<file path="src/rtl/bbs_stream_gen_if.sv">
// Configuration and output-stream bundle for bbs_stream_gen.
// The master side is the seed/key config plus the stream consumer; the slave side is the generator.
interface bbs_stream_gen_if #(
   parameter int M     = 16,
   parameter int OUT_W = 8
);
   logic             load;
   logic [M-1:0]     seed;
   logic [M-1:0]     n;
   logic [M-1:0]     c;
   logic             run;
   logic             out_ready;
   logic             out_valid;
   logic [OUT_W-1:0] out_data;
   logic             busy;
   logic             err;

   modport master (
      output load, seed, n, c, run, out_ready,
      input  out_valid, out_data, busy, err
   );

   modport slave (
      input  load, seed, n, c, run, out_ready,
      output out_valid, out_data, busy, err
   );
endinterface

</file>
<file path="src/rtl/bbs_stream_gen.sv">
// Blum-Blum-Shub stream generator: x <= x^2 mod N using a bit-serial Montgomery multiplier.
// K LSBs of each new state are packed into OUT_W-bit words and sent out on a valid/ready stream.
//
// state | meaning
// IDLE  | waiting for run with a valid loaded config
// SQ    | M cycles of MM(x, x)
// SQF   | final subtract of the square pass, result seeds the conversion pass
// CV    | M cycles of MM(t, C)
// CVF   | final subtract, x takes the new state
// PACK  | append x[K-1:0] to the partial word
// HOLD  | word presented, waiting for out_ready
module bbs_stream_gen #(
   parameter int M     = 16,
   parameter int K     = 1,
   parameter int OUT_W = 8
) (
   input  logic             clk,
   input  logic             rst_n,
   bbs_stream_gen_if.slave  bus
);

   localparam int NW = OUT_W / K;
   localparam int CW = $clog2(NW + 1);
   localparam int BW = (M > 1) ? $clog2(M) : 1;

   typedef enum logic [2:0] {IDLE, SQ, SQF, CV, CVF, PACK, HOLD} state_t;

   state_t           state_q;
   logic [M-1:0]     x_q, n_q, c_q, a_q;
   logic [M+2:0]     acc_q;
   logic [BW-1:0]    bit_q;
   logic [CW-1:0]    cnt_q;
   logic [OUT_W-1:0] pk_q, dout_q;
   logic             vld_q, err_q, ld_q;

   logic [M-1:0]     b_op;
   logic [M+2:0]     t_sum, u_sum, n_ext;
   logic [M-1:0]     red;
   logic [OUT_W-1:0] pk_new;
   logic             cfg_ok, last;

   assign b_op  = (state_q == CV) ? c_q : x_q;
   assign n_ext = {3'b000, n_q};
   assign t_sum = acc_q + (a_q[0] ? {3'b000, b_op} : '0);
   assign u_sum = t_sum + (t_sum[0] ? n_ext : '0);
   // Result of a pass is below 2N, and after one subtract it fits in M bits.
   assign red   = (acc_q >= n_ext) ? (acc_q[M-1:0] - n_q) : acc_q[M-1:0];

   assign cfg_ok = bus.n[0] && (bus.seed > {{(M-1){1'b0}}, 1'b1}) && (bus.seed < bus.n);
   assign last   = (cnt_q == CW'(NW - 1));

   always_comb begin
      pk_new = pk_q;
      for (int i = 0; i < NW; i++) begin
         if (cnt_q == CW'(i)) pk_new[i*K +: K] = x_q[K-1:0];
      end
   end

   always_ff @(posedge clk or negedge rst_n) begin
      if (!rst_n) begin
         state_q <= IDLE;
         x_q     <= '0;
         n_q     <= '0;
         c_q     <= '0;
         a_q     <= '0;
         acc_q   <= '0;
         bit_q   <= '0;
         cnt_q   <= '0;
         pk_q    <= '0;
         dout_q  <= '0;
         vld_q   <= 1'b0;
         err_q   <= 1'b0;
         ld_q    <= 1'b0;
      end else if (bus.load) begin
         x_q     <= bus.seed;
         n_q     <= bus.n;
         c_q     <= bus.c;
         err_q   <= !cfg_ok;
         ld_q    <= cfg_ok;
         state_q <= IDLE;
         vld_q   <= 1'b0;
         cnt_q   <= '0;
         pk_q    <= '0;
      end else begin
         case (state_q)
            IDLE: begin
               if (bus.run && !err_q && ld_q) begin
                  state_q <= SQ;
                  acc_q   <= '0;
                  a_q     <= x_q;
                  bit_q   <= BW'(M - 1);
               end
            end
            SQ, CV: begin
               acc_q <= u_sum >> 1;
               a_q   <= a_q >> 1;
               if (bit_q == '0) state_q <= (state_q == SQ) ? SQF : CVF;
               else             bit_q   <= bit_q - 1'b1;
            end
            SQF: begin
               a_q     <= red;
               acc_q   <= '0;
               bit_q   <= BW'(M - 1);
               state_q <= CV;
            end
            CVF: begin
               x_q     <= red;
               state_q <= PACK;
            end
            PACK: begin
               if (last) begin
                  dout_q  <= pk_new;
                  vld_q   <= 1'b1;
                  cnt_q   <= '0;
                  pk_q    <= '0;
                  state_q <= HOLD;
               end else begin
                  pk_q  <= pk_new;
                  cnt_q <= cnt_q + 1'b1;
                  if (bus.run) begin
                     state_q <= SQ;
                     acc_q   <= '0;
                     a_q     <= x_q;
                     bit_q   <= BW'(M - 1);
                  end else begin
                     state_q <= IDLE;
                  end
               end
            end
            HOLD: begin
               if (bus.out_ready) begin
                  vld_q <= 1'b0;
                  if (bus.run) begin
                     state_q <= SQ;
                     acc_q   <= '0;
                     a_q     <= x_q;
                     bit_q   <= BW'(M - 1);
                  end else begin
                     state_q <= IDLE;
                  end
               end
            end
            default: state_q <= IDLE;
         endcase
      end
   end

   assign bus.out_valid = vld_q;
   assign bus.out_data  = dout_q;
   assign bus.busy      = (state_q != IDLE);
   assign bus.err       = err_q;

endmodule

</file>
<file path="src/flat_wrapper.sv">
// flat-port wrapper written by rule: the top's interface ports become plain ports
module bbs_stream_gen_flat 
#(
   parameter int M     = 16,
   parameter int K     = 1,
   parameter int OUT_W = 8
)
  (clk, rst_n, bus_load, bus_seed, bus_n, bus_c, bus_run, bus_out_ready, bus_out_valid, bus_out_data, bus_busy, bus_err);
  bbs_stream_gen_if #(.M(M), .OUT_W(OUT_W)) bus_i ();
  input  logic clk;
  input  logic rst_n;
  input wire logic [$bits(bus_i.load)-1:0] bus_load;
  input wire logic [$bits(bus_i.seed)-1:0] bus_seed;
  input wire logic [$bits(bus_i.n)-1:0] bus_n;
  input wire logic [$bits(bus_i.c)-1:0] bus_c;
  input wire logic [$bits(bus_i.run)-1:0] bus_run;
  input wire logic [$bits(bus_i.out_ready)-1:0] bus_out_ready;
  output wire logic [$bits(bus_i.out_valid)-1:0] bus_out_valid;
  output wire logic [$bits(bus_i.out_data)-1:0] bus_out_data;
  output wire logic [$bits(bus_i.busy)-1:0] bus_busy;
  output wire logic [$bits(bus_i.err)-1:0] bus_err;
  assign bus_i.load = bus_load;
  assign bus_i.seed = bus_seed;
  assign bus_i.n = bus_n;
  assign bus_i.c = bus_c;
  assign bus_i.run = bus_run;
  assign bus_i.out_ready = bus_out_ready;
  assign bus_out_valid = bus_i.out_valid;
  assign bus_out_data = bus_i.out_data;
  assign bus_busy = bus_i.busy;
  assign bus_err = bus_i.err;
  bbs_stream_gen #(.M(M), .K(K), .OUT_W(OUT_W)) u_core (.clk(clk), .rst_n(rst_n), .bus(bus_i));
endmodule
</file>
<file path="config.mk">
export PLATFORM = sky130hd
export DESIGN_NAME = bbs_stream_gen_flat
export DESIGN_NICKNAME = d
export VERILOG_FILES = /design/src/rtl/bbs_stream_gen_if.sv /design/src/rtl/bbs_stream_gen.sv /design/src/flat_wrapper.sv
export SDC_FILE = /design/constraint.sdc
export NUM_CORES = 1
export LEC_CHECK = 0
export CORE_MARGIN = 3
export CORE_UTILIZATION = 54
export DETAILED_ROUTE_END_ITERATION = 16
export MAX_ROUTING_LAYER = met4
export PLACE_DENSITY_LB_ADDON = 0.2
export SKIP_LAST_GASP = 1
export SYNTH_ARGS = -nofsm -noshare
export SYNTH_HDL_FRONTEND = slang
export SYNTH_SLANG_ARGS = --single-unit
</file>
<file path="constraint.sdc">
create_clock -name clk -period 4.6 [get_ports clk]
set_input_delay 0.46 -clock clk [delete_from_list [all_inputs] [get_ports clk]]
set_output_delay 0.46 -clock clk [all_outputs]
set_load 0.03 [all_outputs]
</file>
==> metrics.log <==
[metrics] result of the run: complete, no violations
[metrics] number of clock buffers inserted by TritonCTS: 9
[metrics] critical path capture point type: register
[metrics] number of hold-slack violations in the final timing report: 0
[metrics] CTS H-tree depth: 3
[metrics] final critical-path share of the clock period: slightly above 90%
[metrics] average size of a mapped cell: ~8.5 sq um
[metrics] CTS Root Buffer Type: clkbuf_16
[metrics] post-route clock skew: between 0.01 and 0.015 ns
[metrics] Seq/Total Area, Yosys: 34.3%
[metrics] switching share of power: between 40% and 50%
[metrics] critical setup path kind: register to register
[metrics] highest ir drop seen on vdd: 229 uV
[metrics] Highest Clock Rate: about 230 MHz
[metrics] final weighted congestion of routability-driven global placement: roughly 0.97
[metrics] overall overflow remaining after global route: 0
[metrics] Internal: 2.39 mW
[metrics] antenna violations before repair: 0
[metrics] Final Total Pwr: around 4 mW
[metrics] All-Layer GR Usage: 26.9%
[metrics] clock latency of the later-clocked register in the worst-skew pair: 0.37 ns
[metrics] ports placed on the boundary: 64
[metrics] power density relative to cell area: 429 mW/mm^2
[metrics] share of power burned in the clock network: approximately a fifth
[metrics] end of the worst register-to-register path: u_core.acc_q[14]$_DFFE_PN0P_
[metrics] total via count after detailed routing: roughly 7,000
[metrics] post-cts resize count: 0
[metrics] required time at the endpoint of the critical path: between 4 and 5 ns
[metrics] Starting DRT DRC Count: between 500 and 600
[metrics] source of the worst register-to-register timing path: u_core.state_q[0]$_DFFE_PN0P_
[metrics] Critical Path Fanout Max: 8
[metrics] number of setup buffers added after CTS: 0
[metrics] delay contributed by the slowest stage of the critical path: approximately 0.44 ns
[metrics] post-route ant nets: 0
[metrics] leakage component of the power: 4.29 nW
[metrics] post-detail-place hpwl: roughly 16,000 microns
[metrics] highest-delay cell along the critical path: fa_1
[metrics] final non-filler cell area: ~0.0093 sq mm
[metrics] pin count of the biggest net entering global routing: 61
[metrics] Final Routed Wirelength: between 20,000 and 25,000 microns
[metrics] max-slew headroom at the worst pin: about a third
[metrics] die width: 128 microns
[metrics] worst reg2reg path depth: 22
[metrics] register bit count reported by yosys: between 100 and 150
[metrics] wire length of the first global-routing pass: 34,200 microns
[metrics] sort of element at the start of the critical path: register
[metrics] clock slew at reported path FFs: 0.08 ns
[metrics] Yosys cell types: 60
[metrics] unrepaired setup endpoints after global routing: no
[metrics] net count of the finished layout: roughly 1,100
[metrics] switching power summed over all nets: around 1.6 mW
[metrics] cts hold-fix bufs: 0
[metrics] ys async rst share: 100%
[metrics] # fillers: roughly 1,200
[metrics] clock tree sinks: about 110
[metrics] setup TNS: 0 ns
[metrics] worst min-delay path class: primary input to asynchronous set/reset pin
[metrics] floorplan core area: about 0.015 sq mm
[metrics] Cells after Synth: about 950
[metrics] Row Count: 44
[metrics] netlist area before placement: about 0.0081 sq mm
[metrics] relative area change from synthesis to final layout: 14.8%
[metrics] average vias per placed instance: 6.02
[metrics] total of buffers placed on input and output ports: 63
[metrics] final critical-path required period: between 4 and 5 ns
[metrics] first drt pass iteration count: 5
[metrics] Final Slew Violations: 0
[metrics] count of flip-flops with a built-in enable after synthesis: 0
[metrics] count of unresolved DRC violations after routing: 0
[metrics] maximum clock insertion buffer count: 2
[metrics] series of cell instances along the critical path: inv_1 -> nor2_2 -> and2_2 -> nand2_1 -> a21boi_0 -> ha_1 -> fa_1 -> a211oi_2 -> o21ai_0 -> a21oi_2 -> o21bai_1 -> a21oi_2 -> xnor2_1 -> ha_1 -> a21oi_1 -> nor2b_1 -> a21oi_1 -> a31oi_4 -> o21a_1 -> nor2_1 -> xnor2_1 -> a22o_1
[metrics] clock tree from TritonCTS: built
[metrics] Post-DP Area: 0.00893 sq mm
[metrics] post-DR wirelength/cell: roughly 18 microns
[metrics] via count of the first global-routing pass: approximately 6,700
[metrics] top_reg_cell synth: dfrtp_1
[metrics] y dimension of the die: around 130 microns
[metrics] max-cap check violation count: 0
[metrics] share of post-route cells with drive strength above 1: roughly 8%
[metrics] Setup Viol. Count Final: 0
[metrics] number of synthesis warnings: 0
[metrics] Synthesized Nets: around 1,100
[metrics] starting utilization of the core area: 55.4%
[metrics] fraction of power consumed by combinational cells: between 40% and 50%
[metrics] number of diodes added for antenna fixing: 0
[metrics] DIE AREA: ~0.016 sq mm
[metrics] arrival time at the worst endpoint: about 4.6 ns
[metrics] register share of total power: 32.1%
[metrics] slack of the worst reg-to-reg path: 0.31 ns
[metrics] worst-margin pin slew: 1.00 ns
## cells in the mapped netlist (3+ instances only)
cell	n	share of area, %
a2111oi_0	3	0.32
nor4_1	8	0.62
mux2i_1	22	2.7
buf_2	4	0.25
nor2b_1	10	0.77
o21a_1	6	0.56
xor2_1	14	1.5
or2_2	5	0.39
a221oi_1	4	0.43
and3_1	5	0.39
a21oi_1	71	4.4
o221ai_1	11	1.2
nor2_1	61	2.8
a22o_1	3	0.32
inv_1	63	2.9
and2_1	18	1.4
nor3_1	13	0.80
o21bai_1	4	0.37
a21o_1	33	3.1
xnor2_1	22	2.4
a31oi_1	5	0.39
ha_1	67	10
nand4_1	6	0.46
nand2_1	116	5.4
nand3_1	20	1.2
fa_1	3	0.74
clkbuf_1	32	1.5
a211oi_1	13	1.2
a311oi_1	6	0.65
o22ai_1	9	0.70
nand2b_1	10	0.77
o21ai_0	74	4.6
buf_1	3	0.14
mux2_2	19	2.6
dfrtp_1	111	34
or3_1	17	1.3
o31ai_1	9	0.84
a21boi_0	17	1.6
## how the worst max path moves through the flow
| stage | startpoint | endpoint | slack [ns] | cells after the start |
|---|---|---|---|---|
| 6_report | u_core.state_q[0]$_DFFE_PN0P_ | u_core.acc_q[14]$_DFFE_PN0P_ | 0.31 | 22 |
| 5_1_grt | u_core.state_q[0]$_DFFE_PN0P_ | u_core.acc_q[16]$_DFFE_PN0P_ | 0.03 | 22 |
| 4_1_cts | u_core.state_q[0]$_DFFE_PN0P_ | u_core.acc_q[16]$_DFFE_PN0P_ | 0.06 | 22 |
| 3_5_place_dp | u_core.state_q[0]$_DFFE_PN0P_ | u_core.acc_q[16]$_DFFE_PN0P_ | 0.1 | 22 |
| 3_3_place_gp | u_core.state_q[0]$_DFFE_PN0P_ | u_core.acc_q[16]$_DFFE_PN0P_ | 0.19 | 22 |
| 2_1_floorplan | u_core.state_q[0]$_DFFE_PN0P_ | u_core.acc_q[16]$_DFFE_PN0P_ | 0.1 | 23 |
## metal layers
layer	global-route usage (%)	routed length, microns	up-vias
met1	36.6	9880	3395
met2	41.1	9550	228
met4	9.36	654	0
met3	3.99	1150	38
li1	-	-	3506
met5	-	0	-
## area by class of cell
type	count	area (sq um)	share of cell area (%)
timing repair buffer	85	788	8.49
clock buffer	10	229	2.47
clock inverter	6	75.1	0.809
tap	184	230	2.48
sequential	111	2780	29.9
multi-input combinational	732	4950	53.3
inverter	63	236	2.55
## state kept, by name (all words and copies together), names as in the netlist
name / cells
u_core.bus.out_data: 8
u_core.bus.err: 1
u_core.cnt_q: 4
u_core.bit_q: 4
u_core.bus.out_valid: 1
u_core.pk_q: 7
u_core.state_q: 3
u_core.n_q: 16
u_core.ld_q: 1
u_core.x_q: 16
u_core.a_q: 16
u_core.acc_q: 18
u_core.c_q: 16
## kinds of logic (layout without fill, tap and decap cells)
logic type,after synthesis,count (layout),share of synthesized area (%)
AOI/OAI and AO/OA,289,289,23.1
buffers and inverters,104,164,5.07
and+or+nand+nor,296,296,17.1
xor gates and xnor gates,36,36,3.90
DFF,111,111,34.3
adders and majority gates,70,70,11.1
muxes,41,41,5.37
## cells in the final DEF (no fill, tap or decap), types with 19 or more instances in the layout
master           netlist  final
a21o_1                33     33
a21oi_1               71     69
buf_4                  1     23
clkdlybuf4s50_1        0     61
dfrtp_1              111    111
ha_1                  67     67
inv_1                 63     63
mux2_2                19     19
mux2i_1               22     22
nand2_1              116    116
nand3_1               20     20
nor2_1                61     60
o21ai_0               74     73
xnor2_1               22     22
## metrics by stage
| stage | setup slack [ns] | utilization, % | std cells | hold slack, ns |
|---|---|---|---|---|
| floorplan | 0.0963 | - | 947 | 0.164 |
| CTS | 0.0567 | 63.3 | 1191 | 0.0744 |
| global route | 0.0320 | 63.6 | 1191 | 0.0874 |
| detailed placement | 0.0971 | 61.2 | 1175 | 0.452 |
| finish | 0.311 | 63.6 | 1191 | 0.0499 |
| global placement | 0.192 | 61.2 | 1175 | 0.456 |
## worst max-delay path, delay by kind of cell (launching register included)
family          cells  cell delay [ns]
fa+ha+maj           3             0.96
simple gates        5             0.57
flops               1             0.38
xor+xnor            2             0.21
buf+inv             1             0.09
compound gates     11             1.98
## power by group through the flow
stage	combinational [mW]	sequential, mW	clock, mW
after floorplan	1.39	1.25	0
after CTS	1.83	1.28	0.844
after global routing	2.08	1.29	0.877
final	1.87	1.28	0.840
after detailed placement	1.82	1.29	0
after global placement	1.79	1.29	0
Power figures use the tool's default switching activity.
